### src/rtl/clk_switch_ctrl.sv
// rtl/clk_switch_ctrl.sv - sys_clock source switch sequencer: holds target reset around a mux change,
// waits for MMCM lock when the PLL path is chosen, and debounces the J16 source switch.
module clk_switch_ctrl #(
  parameter int PRE_CYCLES    = 16,
  parameter int SETTLE_CYCLES = 64,
  parameter int LOCK_TIMEOUT  = 65535,
  parameter int CNT_W         = 16
) (
  input  logic usb_clk,
  input  logic reset,
  input  logic req_use_pll,
  input  logic j16_sel,
  input  logic mmcm_locked,
  input  logic err_clr,
  output logic use_pll,
  output logic j16_sel_sync,
  output logic target_reset,
  output logic busy,
  output logic lock_err
);

  localparam int PRE_EFF    = (PRE_CYCLES < 1) ? 1 : PRE_CYCLES;
  localparam int SETTLE_EFF = (SETTLE_CYCLES < 1) ? 1 : SETTLE_CYCLES;
  localparam int LOCK_EFF   = (LOCK_TIMEOUT < 1) ? 1 : LOCK_TIMEOUT;

  localparam logic [CNT_W-1:0] PRE_LOAD    = CNT_W'(PRE_EFF - 1);
  localparam logic [CNT_W-1:0] SETTLE_LOAD = CNT_W'(SETTLE_EFF - 1);
  localparam logic [CNT_W-1:0] LOCK_LAST   = CNT_W'(LOCK_EFF - 1);
  localparam logic [7:0]       DB_LAST     = 8'd255;

  typedef enum logic [2:0] {
    IDLE,
    RST_PRE,
    SWITCH,
    WAIT_LOCK,
    SETTLE,
    RELEASE
  } state_t;

  logic [1:0]       j16_meta;
  logic [1:0]       lock_meta;
  logic             j16_s;
  logic             lock_s;
  logic             lock_s_d;
  logic             lock_fall;
  logic [7:0]       db_cnt;
  logic             j16_sel_raw_db;

  state_t           state, state_nxt;
  logic [CNT_W-1:0] cnt, cnt_nxt;
  logic             lat_pll, lat_pll_nxt;
  logic             lat_j16, lat_j16_nxt;
  logic             use_pll_nxt;
  logic             j16_sync_nxt;
  logic             lock_set;
  logic             pll_change;
  logic             sel_change;
  logic             lock_loss;

  always_ff @(posedge usb_clk) begin
    if (reset) begin
      j16_meta  <= 2'b00;
      lock_meta <= 2'b00;
      lock_s_d  <= 1'b0;
    end else begin
      j16_meta  <= {j16_meta[0], j16_sel};
      lock_meta <= {lock_meta[0], mmcm_locked};
      lock_s_d  <= lock_meta[1];
    end
  end

  assign j16_s     = j16_meta[1];
  assign lock_s    = lock_meta[1];
  assign lock_fall = lock_s_d & ~lock_s;

  // Any sample that agrees with the accepted value restarts the 256-cycle stability window.
  always_ff @(posedge usb_clk) begin
    if (reset) begin
      db_cnt         <= '0;
      j16_sel_raw_db <= 1'b0;
    end else if (j16_s == j16_sel_raw_db) begin
      db_cnt <= '0;
    end else if (db_cnt == DB_LAST) begin
      db_cnt         <= '0;
      j16_sel_raw_db <= j16_s;
    end else begin
      db_cnt <= db_cnt + 8'd1;
    end
  end

  // A PLL request is ignored while a lock timeout is still flagged.
  assign pll_change = (req_use_pll != use_pll) && !(req_use_pll && lock_err);
  assign sel_change = (j16_sel_raw_db != j16_sel_sync);
  assign lock_loss  = use_pll && lock_fall;

  always_comb begin
    state_nxt    = state;
    cnt_nxt      = cnt;
    lat_pll_nxt  = lat_pll;
    lat_j16_nxt  = lat_j16;
    use_pll_nxt  = use_pll;
    j16_sync_nxt = j16_sel_sync;
    lock_set     = 1'b0;
    case (state)
      IDLE: begin
        if (pll_change || sel_change || lock_loss) begin
          state_nxt   = RST_PRE;
          cnt_nxt     = PRE_LOAD;
          lat_pll_nxt = req_use_pll & ~lock_err;
          lat_j16_nxt = j16_sel_raw_db;
        end
      end
      RST_PRE: begin
        if (cnt == '0) begin
          state_nxt    = SWITCH;
          use_pll_nxt  = lat_pll;
          j16_sync_nxt = lat_j16;
        end else begin
          cnt_nxt = cnt - 1'b1;
        end
      end
      SWITCH: begin
        if (use_pll) begin
          state_nxt = WAIT_LOCK;
          cnt_nxt   = '0;
        end else begin
          state_nxt = SETTLE;
          cnt_nxt   = SETTLE_LOAD;
        end
      end
      WAIT_LOCK: begin
        if (lock_s) begin
          state_nxt = SETTLE;
          cnt_nxt   = SETTLE_LOAD;
        end else if (cnt >= LOCK_LAST) begin
          state_nxt   = SETTLE;
          cnt_nxt     = SETTLE_LOAD;
          use_pll_nxt = 1'b0;
          lock_set    = 1'b1;
        end else begin
          cnt_nxt = cnt + 1'b1;
        end
      end
      SETTLE: begin
        if (cnt == '0) begin
          state_nxt = RELEASE;
        end else begin
          cnt_nxt = cnt - 1'b1;
        end
      end
      RELEASE: begin
        state_nxt = IDLE;
      end
      default: begin
        state_nxt = RST_PRE;
        cnt_nxt   = PRE_LOAD;
      end
    endcase
  end

  // Outputs are registered from the next state so target_reset never glitches on state decode.
  always_ff @(posedge usb_clk) begin
    if (reset) begin
      state        <= RST_PRE;
      cnt          <= PRE_LOAD;
      lat_pll      <= req_use_pll;
      lat_j16      <= 1'b0;
      use_pll      <= 1'b0;
      j16_sel_sync <= 1'b0;
      target_reset <= 1'b1;
      busy         <= 1'b1;
      lock_err     <= 1'b0;
    end else begin
      state        <= state_nxt;
      cnt          <= cnt_nxt;
      lat_pll      <= lat_pll_nxt;
      lat_j16      <= lat_j16_nxt;
      use_pll      <= use_pll_nxt;
      j16_sel_sync <= j16_sync_nxt;
      target_reset <= (state_nxt != IDLE);
      busy         <= (state_nxt != IDLE);
      if (lock_set) begin
        lock_err <= 1'b1;
      end else if (err_clr) begin
        lock_err <= 1'b0;
      end
    end
  end

endmodule

### config.mk
export PLATFORM = sky130hd
export DESIGN_NAME = clk_switch_ctrl
export DESIGN_NICKNAME = d
export VERILOG_FILES = /design/src/rtl/clk_switch_ctrl.sv
export SDC_FILE = /design/constraint.sdc
export NUM_CORES = 1
export LEC_CHECK = 0
export CORE_AREA = 2 2 62 79
export DETAILED_ROUTE_END_ITERATION = 8
export DIE_AREA = 0 0 64 81
export DONT_BUFFER_PORTS = 1
export PLACE_DENSITY = 0.83
export SETUP_SLACK_MARGIN = 0.15
export SYNTH_ARGS = -nofsm -noshare
export SYNTH_HDL_FRONTEND = slang
export SYNTH_SLANG_ARGS = --single-unit
### constraint.sdc
create_clock -name usb_clk -period 3.37 [get_ports usb_clk]
set_input_delay 0.674 -clock usb_clk [delete_from_list [all_inputs] [get_ports usb_clk]]
set_output_delay 0.674 -clock usb_clk [all_outputs]
set_load 0.01 [all_outputs]
## Yosys cells after proc, flatten, opt, wreduce, memory -nomap -nowiden

Index checks and enable logic that the tools add are counted.

| word-level totals | value |
|---|---|
| word-level logic and storage cells | 83 |
| latch bits | 0 |
| RAM bits | 0 |
| memories kept | 0 |
| bits in registers | 39 |
| bits in read-only memories | 0 |
| bits of input ports | 6 |

| cells by class | value |
|---|---|
| multipliers | 0 |
| divide/modulo/power cells | 0 |
| add/subtract/negate cells | 3 |
| bitwise logic cells | 6 |
| reductions and logical operators | 21 |
| order comparisons | 1 |
| shift operators | 0 |
| mux-type cells | 25 |
| equality and inequality tests | 14 |

Operators with widths:

| operator | number |
|---|---|
| 16-bit one-hot mux with 5 select lines | 1 |
| 16-bit 2-to-1 mux | 4 |
| 3-bit 2-to-1 mux | 6 |
| 3-bit one-hot mux with 6 select lines | 1 |
| 16-bit by 1-bit adder with 16-bit output, second input constant | 1 |
| 16-bit greater-or-equal comparator, second input constant | 1 |
| 16-bit zero test | 1 |
| 16-bit by 1-bit subtractor with 16-bit output, second input constant | 1 |
| 1-bit 2-to-1 mux | 11 |
| 2-bit != test, second input constant | 5 |
| 8-bit by 1-bit adder with 8-bit output, second input constant | 1 |
| 8-bit equality test, second input constant | 1 |
| 2-bit AND reduction | 4 |
| 2-bit nonzero test | 4 |
| 3-bit by 2-bit equality test with 1-bit output, second input constant | 2 |
| 3-bit equality test, second input constant | 2 |
| 6-bit 2-to-1 mux | 1 |
| 1-bit NOT | 4 |
| 4-bit AND reduction | 1 |
| 3-bit by 1-bit equality test with 1-bit output, second input constant | 1 |
| 1-bit logical AND | 3 |
| 3-bit zero test | 1 |
| 3-bit AND reduction | 1 |
| 3-bit nonzero test | 1 |
| other kinds (8) | 11 |

## Longest topological paths before layout

| logic depth | value |
|---|---|
| word-level depth | 8 |
| mapped depth | 10 |
| gate-level depth less buffers | 7 |

## Least setup slack after synthesis

Ideal clock, no wire load.

| path | value |
|---|---|
| kind | register to register |
| start point | reg cnt[1] |
| end point | reg cnt[5] |
| data required time | 3.248 ns |
| clock period less this slack | 2.235 ns |
| arrival | 2.113 ns |
| stages on the path, launching flop included | 11 |
| library setup time | 0.122 ns |
| slack | 1.135 ns |
| cells stage by stage | dfxtp_1 > buf_2 > inv_1 > ha_1 > nor4b_1 > and4_1 > buf_4 > or2_4 > and3_1 > buf_6 > a221o_1 |

| between the ends | value |
|---|---|
| word-level cells in the longest chain between the ends | 4 |
| elaborated cells on any way between the ends | 10 |
| classes of those cells | add/sub: 2; order compare: 1; eq/ne: 1; mux: 4; reduce/logical: 2 |

RTL lines:

| item | RTL line | source |
|---|---|---|
| start, declared | 50 | `logic [CNT_W-1:0] cnt, cnt_nxt;` |
| start signal, assigned | 175 | `cnt <= cnt_nxt;` |
| 16-bit by 1-bit adder with 16-bit output / 16-bit greater-or-equal comparator (equally long branches) | 141, 135 |  |
| 16-bit 2-to-1 mux | 135 | `end else if (cnt >= LOCK_LAST) begin` |
| 16-bit 2-to-1 mux | 132 | `if (lock_s) begin` |
| 16-bit one-hot mux with 5 select lines | 104 | `case (state)` |

Several ways; a longest one is shown, not always the timed one. The select of a mux whose other input is x is not followed.
A chain may end at the register's enable or synchronous reset.

## Worst setup path after layout

Same ends and word-level chain as after synthesis.

==> flow_metrics.env <==
export IMPL_result_of_the_run="finished clean"
export IMPL_die_y_um=81
export IMPL_final_instance_count_excl_fill=362
export IMPL_synth_warnings=0
export IMPL_highest_clock_rate_mhz=406
export IMPL_net_count_after_synthesis=325
export IMPL_antenna_diode_count=0
export IMPL_synthDominantAreaCellType="sky130_fd_sc_hd__dfxtp_1"
export IMPL_timing_critical_path_arrival_ps=2640
export IMPL_multi_input_comb_area_um2=1610
export IMPL_relSlewSlack=0.569
export IMPL_place_detailed_instances=354
export IMPL_antenna_found_initial=0
export IMPL_grt_max_degree=24
export IMPL_crit_chain="inv_1 > ha_1 > nor4b_1 > and4_1 > or2_4 > and3_1 > a221o_1"
export IMPL_yosysTopAreaCellShare=0.296
export IMPL_place_hpwl_um=4160
export IMPL_drt_wirelength_per_cell_um=15.8
export IMPL_hold_buffers=0
export IMPL_route_met2_wl_um=2930
export IMPL_p_leak_nw=0.992
export IMPL_gate_count_post_synth=314
export IMPL_switching_share=0.228
export IMPL_synth_seq_area_share=0.308
export IMPL_detail_route_first_pass_iterations=4
export IMPL_hold_path_class="in -> reg"
export IMPL_grt_total_usage=0.231
export IMPL_max_cap_violations=0
export IMPL_power_density_nw_per_um2=345
export IMPL_cp_num_buf_inv=1
export IMPL_final_hold_violation_count=0
export IMPL_max_used_layer="met4"
export IMPL_total_switching_power_mw=0.210
export IMPL_detail_route_drc_violations=0
export IMPL_design_die_area_um2=5180
export IMPL_cts_repair_resized=0
export IMPL_combinationalPowerShare=0.048
export IMPL_routed_met1_length_um=2460
export IMPL_synth_edff_count=1
export IMPL_synth_ff_latch_count=39
export IMPL_timing_critical_path_required_ps=3550
export IMPL_net_count_reported_at_finish=312
export IMPL_area_growth_synth_to_final_pct=3.90
export IMPL_drive_gt1_frac=0.0828
export IMPL_root_buffer_cell="sky130_fd_sc_hd__clkbuf_8"
export IMPL_timing_worst_setup_path_type="reg -> reg"
export IMPL_rsz_0062_raised_after_global_routing="false"
export IMPL_drt_total_wl_um=5730
export IMPL_postRouteAntennaNets=0
export IMPL_cts_tree="done"
export IMPL_synth_area_top_cells="sky130_fd_sc_hd__dfxtp_1 (30%), sky130_fd_sc_hd__nor2_1 (4.2%), sky130_fd_sc_hd__nand3_1 (3.3%)"
export IMPL_synth_flop_cell="sky130_fd_sc_hd__dfxtp_1"
export IMPL_cts_setup_buffers=0
export IMPL_core_rowCount=28
export IMPL_top_level_ports=11
export IMPL_vias_per_cell=6.29
export IMPL_clk_latency_ps=290
export IMPL_initial_utilization=0.568
export IMPL_sequential_cell_area_um2=791
export IMPL_inserted_clock_buffers=5
export IMPL_crit_path_max_incr_delay_ps=580
export IMPL_cts_htree_levels=2
export IMPL_internal_power_mw=0.710
export IMPL_gp_routability_congestion=0.906
export IMPL_fin_skew_ps=7.14
export IMPL_worstMarginPinSlew_ps=631
export IMPL_ys_async_sr_fraction=0
export IMPL_final_period_minus_worst_setup_slack_ps=2460
export IMPL_met3WireLength_um=228
export IMPL_clockPowerShare=0.429
export IMPL_core_footprint_um2=4520
export IMPL_cp_start_kind="flop"
export IMPL_setup_viol=0
export IMPL_cts_root_to_sink_buffers=2
export IMPL_io_buffer_count=0
export IMPL_synthesis_area_um2=2570
export IMPL_grt_first_pass_wirelength_um=9590
export IMPL_crit_path_end_kind="flop"
export IMPL_first_iter_violations=165
export IMPL_synth_avg_cell_area_um2=8.18
export IMPL_crit_path_top_delay_cell="sky130_fd_sc_hd__dfxtp_1"
export IMPL_routed_via_count=2277
export IMPL_cts_num_sinks=39
export IMPL_ys_types=66
export IMPL_fin_tns_setup_ps=0
export IMPL_irDropWorstVdd_v=0.000231
export IMPL_chipWidth_um=64
export IMPL_cp_max_fo=12
export IMPL_power_sequential_fraction=0.523
export IMPL_n_fill_cell=391
export IMPL_cell_family_with_the_largest_share_of_critical_path_delay="simple AND/OR/NAND/NOR gates"
export IMPL_clk_transition_reported_paths_ps=80
export IMPL_post_route_period_util=0.730
export IMPL_max_slew_violation_total_from_the_final_report=0
export IMPL_vias_in_the_first_global_route=2188
export IMPL_globalRouteOverflowTotal=0
## cell families (layout without fill, tap and decap cells)
| logic type | count (synthesis) | in the layout | share of synthesized area |
|---|---|---|---|
| mux | 4 | 4 | 0.0156 |
| xor+xnor | 14 | 14 | 0.0477 |
| flops | 39 | 39 | 0.308 |
| compound gates | 78 | 78 | 0.241 |
| fa+ha+maj | 5 | 5 | 0.0244 |
| simple gates | 137 | 137 | 0.299 |
| buf+inv | 37 | 25 | 0.0643 |
## per-stage QoR
step / area [um2] / utilization / setup slack, ps / hold slack (ps) / total power [mW]
2_1_floorplan: 2570 / - / 1140 / 414 / 0.527
3_3_place_gp: 2550 / 0.565 / 975 / 428 / 0.533
3_5_place_dp: 2550 / 0.565 / 923 / 427 / 0.534
4_1_cts: 2670 / 0.591 / 910 / 428 / 0.929
5_1_grt: 2670 / 0.591 / 761 / 427 / 0.949
6_report: 2670 / 0.591 / 908 / 438 / 0.920
## metal layers
layer	GRT usage	up-vias
met4	0.130	0
met3	0.0319	8
li1	-	1155
met2	0.398	53
met1	0.275	1061
met5	0	-
## power groups by stage
stage	logic, mW	registers [mW]	clock network [mW]
global placement	0.0422	0.491	0
detailed placement	0.0429	0.491	0
finish	0.0439	0.481	0.395
global route	0.0481	0.483	0.418
CTS	0.0434	0.481	0.405
floorplan	0.0422	0.485	0
## Yosys cell counts (3+ instances only)
cell / count
sky130_fd_sc_hd__a211o_1: 4
sky130_fd_sc_hd__a211oi_1: 5
sky130_fd_sc_hd__a21oi_1: 8
sky130_fd_sc_hd__a221o_1: 3
sky130_fd_sc_hd__a221oi_1: 3
sky130_fd_sc_hd__a31oi_1: 4
sky130_fd_sc_hd__a32o_1: 3
sky130_fd_sc_hd__a32oi_1: 3
sky130_fd_sc_hd__and3_1: 8
sky130_fd_sc_hd__and4_1: 4
sky130_fd_sc_hd__buf_2: 9
sky130_fd_sc_hd__clkbuf_1: 10
sky130_fd_sc_hd__dfxtp_1: 38
sky130_fd_sc_hd__ha_1: 5
sky130_fd_sc_hd__inv_1: 14
sky130_fd_sc_hd__mux2i_1: 4
sky130_fd_sc_hd__nand2_1: 21
sky130_fd_sc_hd__nand3_1: 17
sky130_fd_sc_hd__nand4_1: 4
sky130_fd_sc_hd__nor2_1: 29
sky130_fd_sc_hd__nor2b_1: 6
sky130_fd_sc_hd__nor3_1: 13
sky130_fd_sc_hd__nor4_1: 6
sky130_fd_sc_hd__o211ai_1: 4
sky130_fd_sc_hd__o21ai_0: 9
sky130_fd_sc_hd__o22ai_1: 6
sky130_fd_sc_hd__o31ai_1: 4
sky130_fd_sc_hd__or2_2: 4
sky130_fd_sc_hd__or3_1: 5
sky130_fd_sc_hd__xnor2_1: 8
sky130_fd_sc_hd__xor2_1: 6
## final timing paths
| check | startpoint | endpoint | slack (ps) | cells after the start |
|---|---|---|---|---|
| worst max-delay path | cnt[1] | cnt[5] | 910 | 7 |
| worst min-delay path | reset | j16_sel_sync | 440 | 1 |
| worst max register to register | cnt[1] | cnt[5] | 910 | 7 |
| worst min register to register | j16_meta[0] | j16_meta[1] | 450 | 1 |
## cell type report
cell class | instances | share of cell area
inverters | 14 | 0.0197
well taps | 60 | 0.0281
flip-flops and latches | 39 | 0.296
clock inverters | 3 | 0.0173
multi-input cells | 238 | 0.604
repair buffers | 3 | 0.00844
clock buffers | 5 | 0.0258
## placed cells by master, fill, tap and decap left out, types with 6 or more instances in the layout
master,netlist,final
sky130_fd_sc_hd__a21oi_1,8,8
sky130_fd_sc_hd__and3_1,8,8
sky130_fd_sc_hd__dfxtp_1,38,38
sky130_fd_sc_hd__inv_1,14,14
sky130_fd_sc_hd__nand2_1,21,21
sky130_fd_sc_hd__nand3_1,17,17
sky130_fd_sc_hd__nor2_1,29,29
sky130_fd_sc_hd__nor2b_1,6,6
sky130_fd_sc_hd__nor3_1,13,13
sky130_fd_sc_hd__nor4_1,6,6
sky130_fd_sc_hd__o21ai_0,9,9
sky130_fd_sc_hd__o22ai_1,6,6
sky130_fd_sc_hd__xnor2_1,8,8
sky130_fd_sc_hd__xor2_1,6,6
## state kept, by name, indices dropped and copies added (netlist names)
register and flops:
lock_meta 2, lat_pll 1, use_pll 1, cnt 16, db_cnt 8, lock_err 1
lat_j16 1, j16_meta 2, lock_s_d 1, j16_sel_sync 1, busy 1, j16_sel_raw_db 1
state 3
Note: power is estimated with default switching activity, not from simulation.
==> RTL change, RTL diff (config.mk and constraints unchanged) <==
Change the parameter `CNT_W` from 16 to 20.
--- a/src/rtl/clk_switch_ctrl.sv
+++ b/src/rtl/clk_switch_ctrl.sv
@@ -5,5 +5,5 @@
   parameter int SETTLE_CYCLES = 64,
   parameter int LOCK_TIMEOUT  = 65535,
-  parameter int CNT_W         = 16
+  parameter int CNT_W         = 20
 ) (
   input  logic usb_clk,
Check against the original RTL: no difference found for any inputs over 10 cycles, from zero or initial values and one cycle with reset high; that may be too few to reach the edited logic, so the function may still have changed.
==> RTL change against the unedited design <==
- synthesized cell count grew 13%
- count of clock-buffer cells in the layout unchanged
- total power grew 7.1%
- global-route usage is 5.5 points higher
- final area rose by 7.4%
- area after synthesis grew 8.4%
- sequential cell count is 4 higher
- worst setup slack worse by 210 ps
- wire length rose by 28%
==> RTL change: results (changes against the unedited design) <==
----------------------------------------------------
[Status]
  Result of the run ... completed (unchanged)

[Synthesis]
  Post-synth top cells ... sky130_fd_sc_hd__dfxtp_1, sky130_fd_sc_hd__nor2_1, sky130_fd_sc_hd__nand2_1 (unchanged)
  Largest family of logic cells by synthesized area ... compound AO/OA/AOI/OAI gates (was simple AND/OR/NAND/NOR gates)
  Xor/xnor cell area share of the yosys netlist ... 3.14% (was 4.77%)
  Number of nets in the synthesized netlist ... 365 (was 325)
  Post-synthesis sequential area ratio ... 31.3% (was 30.8%)
  Number of distinct standard cells referenced by the synthesized netlist ... 73 (was 66)
  Synth Area in Adders ... 2.25% (was 2.44%)
  Compound-gate portion of the synthesized area ... 29.2% (was 24.1%)
  Top cells by area, synth ... sky130_fd_sc_hd__dfxtp_1, sky130_fd_sc_hd__nor2_1, sky130_fd_sc_hd__a21oi_1 (was sky130_fd_sc_hd__dfxtp_1, sky130_fd_sc_hd__nor2_1, sky130_fd_sc_hd__nand3_1)
  Fraction of synthesized area in multiplexers ... 0.359% (was 1.56%)

[Critical path]
  Count of cells along the worst register-to-register path ... 8 (was 7)
  Maximum fanout count along the critical path ... 10 (was 12)
  Crit path DAT ... 2900 ps (was 2640 ps)
  Largest stage delay, worst path ... 650 ps (was 580 ps)
  Slowest cell on the critical path ... sky130_fd_sc_hd__nor2b_1 (was sky130_fd_sc_hd__dfxtp_1)

[Pwr]
  Max VDD drop ... 0.190 mV (was 0.231 mV)
  Leakage ... 1.06 nW (was 0.992 nW)
  Net switching share of the total power ... 23.2% (was 22.8%)

[Drt]
  Total number of vias ... 2,740 (was 2,277)
  DRT iter0 DRCs ... 257 (was 165)
  Router iterations before antenna repair ... 5 (was 4)
  Final wirelength ... 7.34 mm (was 5.73 mm)

[Global route]
  Global-route wire length before repair ... 11.8 mm (was 9.59 mm)
  Total global routing track utilization ... 28.6% (was 23.1%)
  Largest net degree at the start of global routing ... 35 (was 24)
  Vias in the first global route ... 2,483 (was 2,188)

[Layout]
  Biggest regs ... cnt (20), db_cnt (8), state (3) (was cnt (16), db_cnt (8), state (3))
  Net count reported at finish ... 350 (was 312)
  Filler cell count ... 395 (was 391)
  Share of post-route cells with drive strength above 1 ... 6.47% (was 8.28%)

[Placed design]
  Post-detail-place hpwl ... 5.00 mm (was 4.16 mm)
  Area post-placement ... 0.00275 mm^2 (was 0.00255 mm^2)
  Routability-driven placement congestion ratio ... 0.991 (was 0.906)

[Timing]
  Worst clock skew ... 6.72 ps (was 7.14 ps)
  Max-Slew Margin vs Limit ... 27.8% (was 56.9%)

[CTS]
  Clock latency reported for the late side of the worst-skew pair ... 300 ps

----------------------------------------------------
[RTL change: cell types whose count changed in the layout (fill, tap and decap cells not counted), moves of 4 or more]
cell / before / now
sky130_fd_sc_hd__nor4_1: 6 / 2
sky130_fd_sc_hd__o21ai_1: 0 / 11
sky130_fd_sc_hd__a21oi_1: 8 / 21
sky130_fd_sc_hd__xnor2_1: 8 / 4
sky130_fd_sc_hd__and4_1: 4 / 0
sky130_fd_sc_hd__nand4_1: 4 / 8
sky130_fd_sc_hd__dfxtp_1: 38 / 42
sky130_fd_sc_hd__and3_1: 8 / 3
sky130_fd_sc_hd__nand2_1: 21 / 28
sky130_fd_sc_hd__nor2b_1: 6 / 10
[RTL change: worst paths after layout]
path | startpoint | end | slack, ps
setup reg to reg | cnt[0] | cnt[13] | 690
hold reg to reg | j16_meta[0] | j16_meta[1] | 450
setup / recovery | cnt[0] | cnt[13] | 690
hold / removal | reset | cnt[12] | 440
[RTL change: cell type report]
cell class	count	area, um^2	share of cell area (%)
Clock buffer	5	68.8	2.40
Tap cell	60	75.1	2.62
Inverter	17	63.8	2.23
Multi-Input combinational cell	271	1740	60.6
Timing Repair Buffer	1	7.51	0.262
Clock inverter	3	43.8	1.53
Sequential cell	43	871	30.4
[RTL change: cell families after synthesis]
| family | after synthesis |
|---|---|
| compound gates | 113 |
| xor+xnor | 10 |
| fa+ha+maj | 5 |
| buf+inv | 40 |
| flops | 43 |
| mux | 1 |
| simple gates | 142 |
[RTL change: layer usage]
layer	global-route usage, %	share of wire [%]	vias to the layer above
met1	34.4	40	1258
met2	48.3	47	153
li1	-	-	1298
met5	0	0	-
met4	15.4	4.4	0
met3	5.26	7.9	31
[RTL change: power by group through the flow]
| stage | clock, W | combinational [W] | sequential [W] |
|---|---|---|---|
| after floorplan | 0 | 0.0000420 | 0.000533 |
| after global placement | 0 | 0.0000472 | 0.000536 |
| after detailed placement | 0 | 0.0000472 | 0.000537 |
| after CTS | 0.000414 | 0.0000478 | 0.000525 |
| after global routing | 0.000439 | 0.0000539 | 0.000527 |
| final | 0.000410 | 0.0000496 | 0.000525 |
[RTL change: per-stage QoR]
stage / setup slack (ps) / std cells
final: 693 / 400
after global routing: 570 / 400
after CTS: 746 / 400
after detailed placement: 745 / 392
after global placement: 812 / 392
after floorplan: 1230 / 354
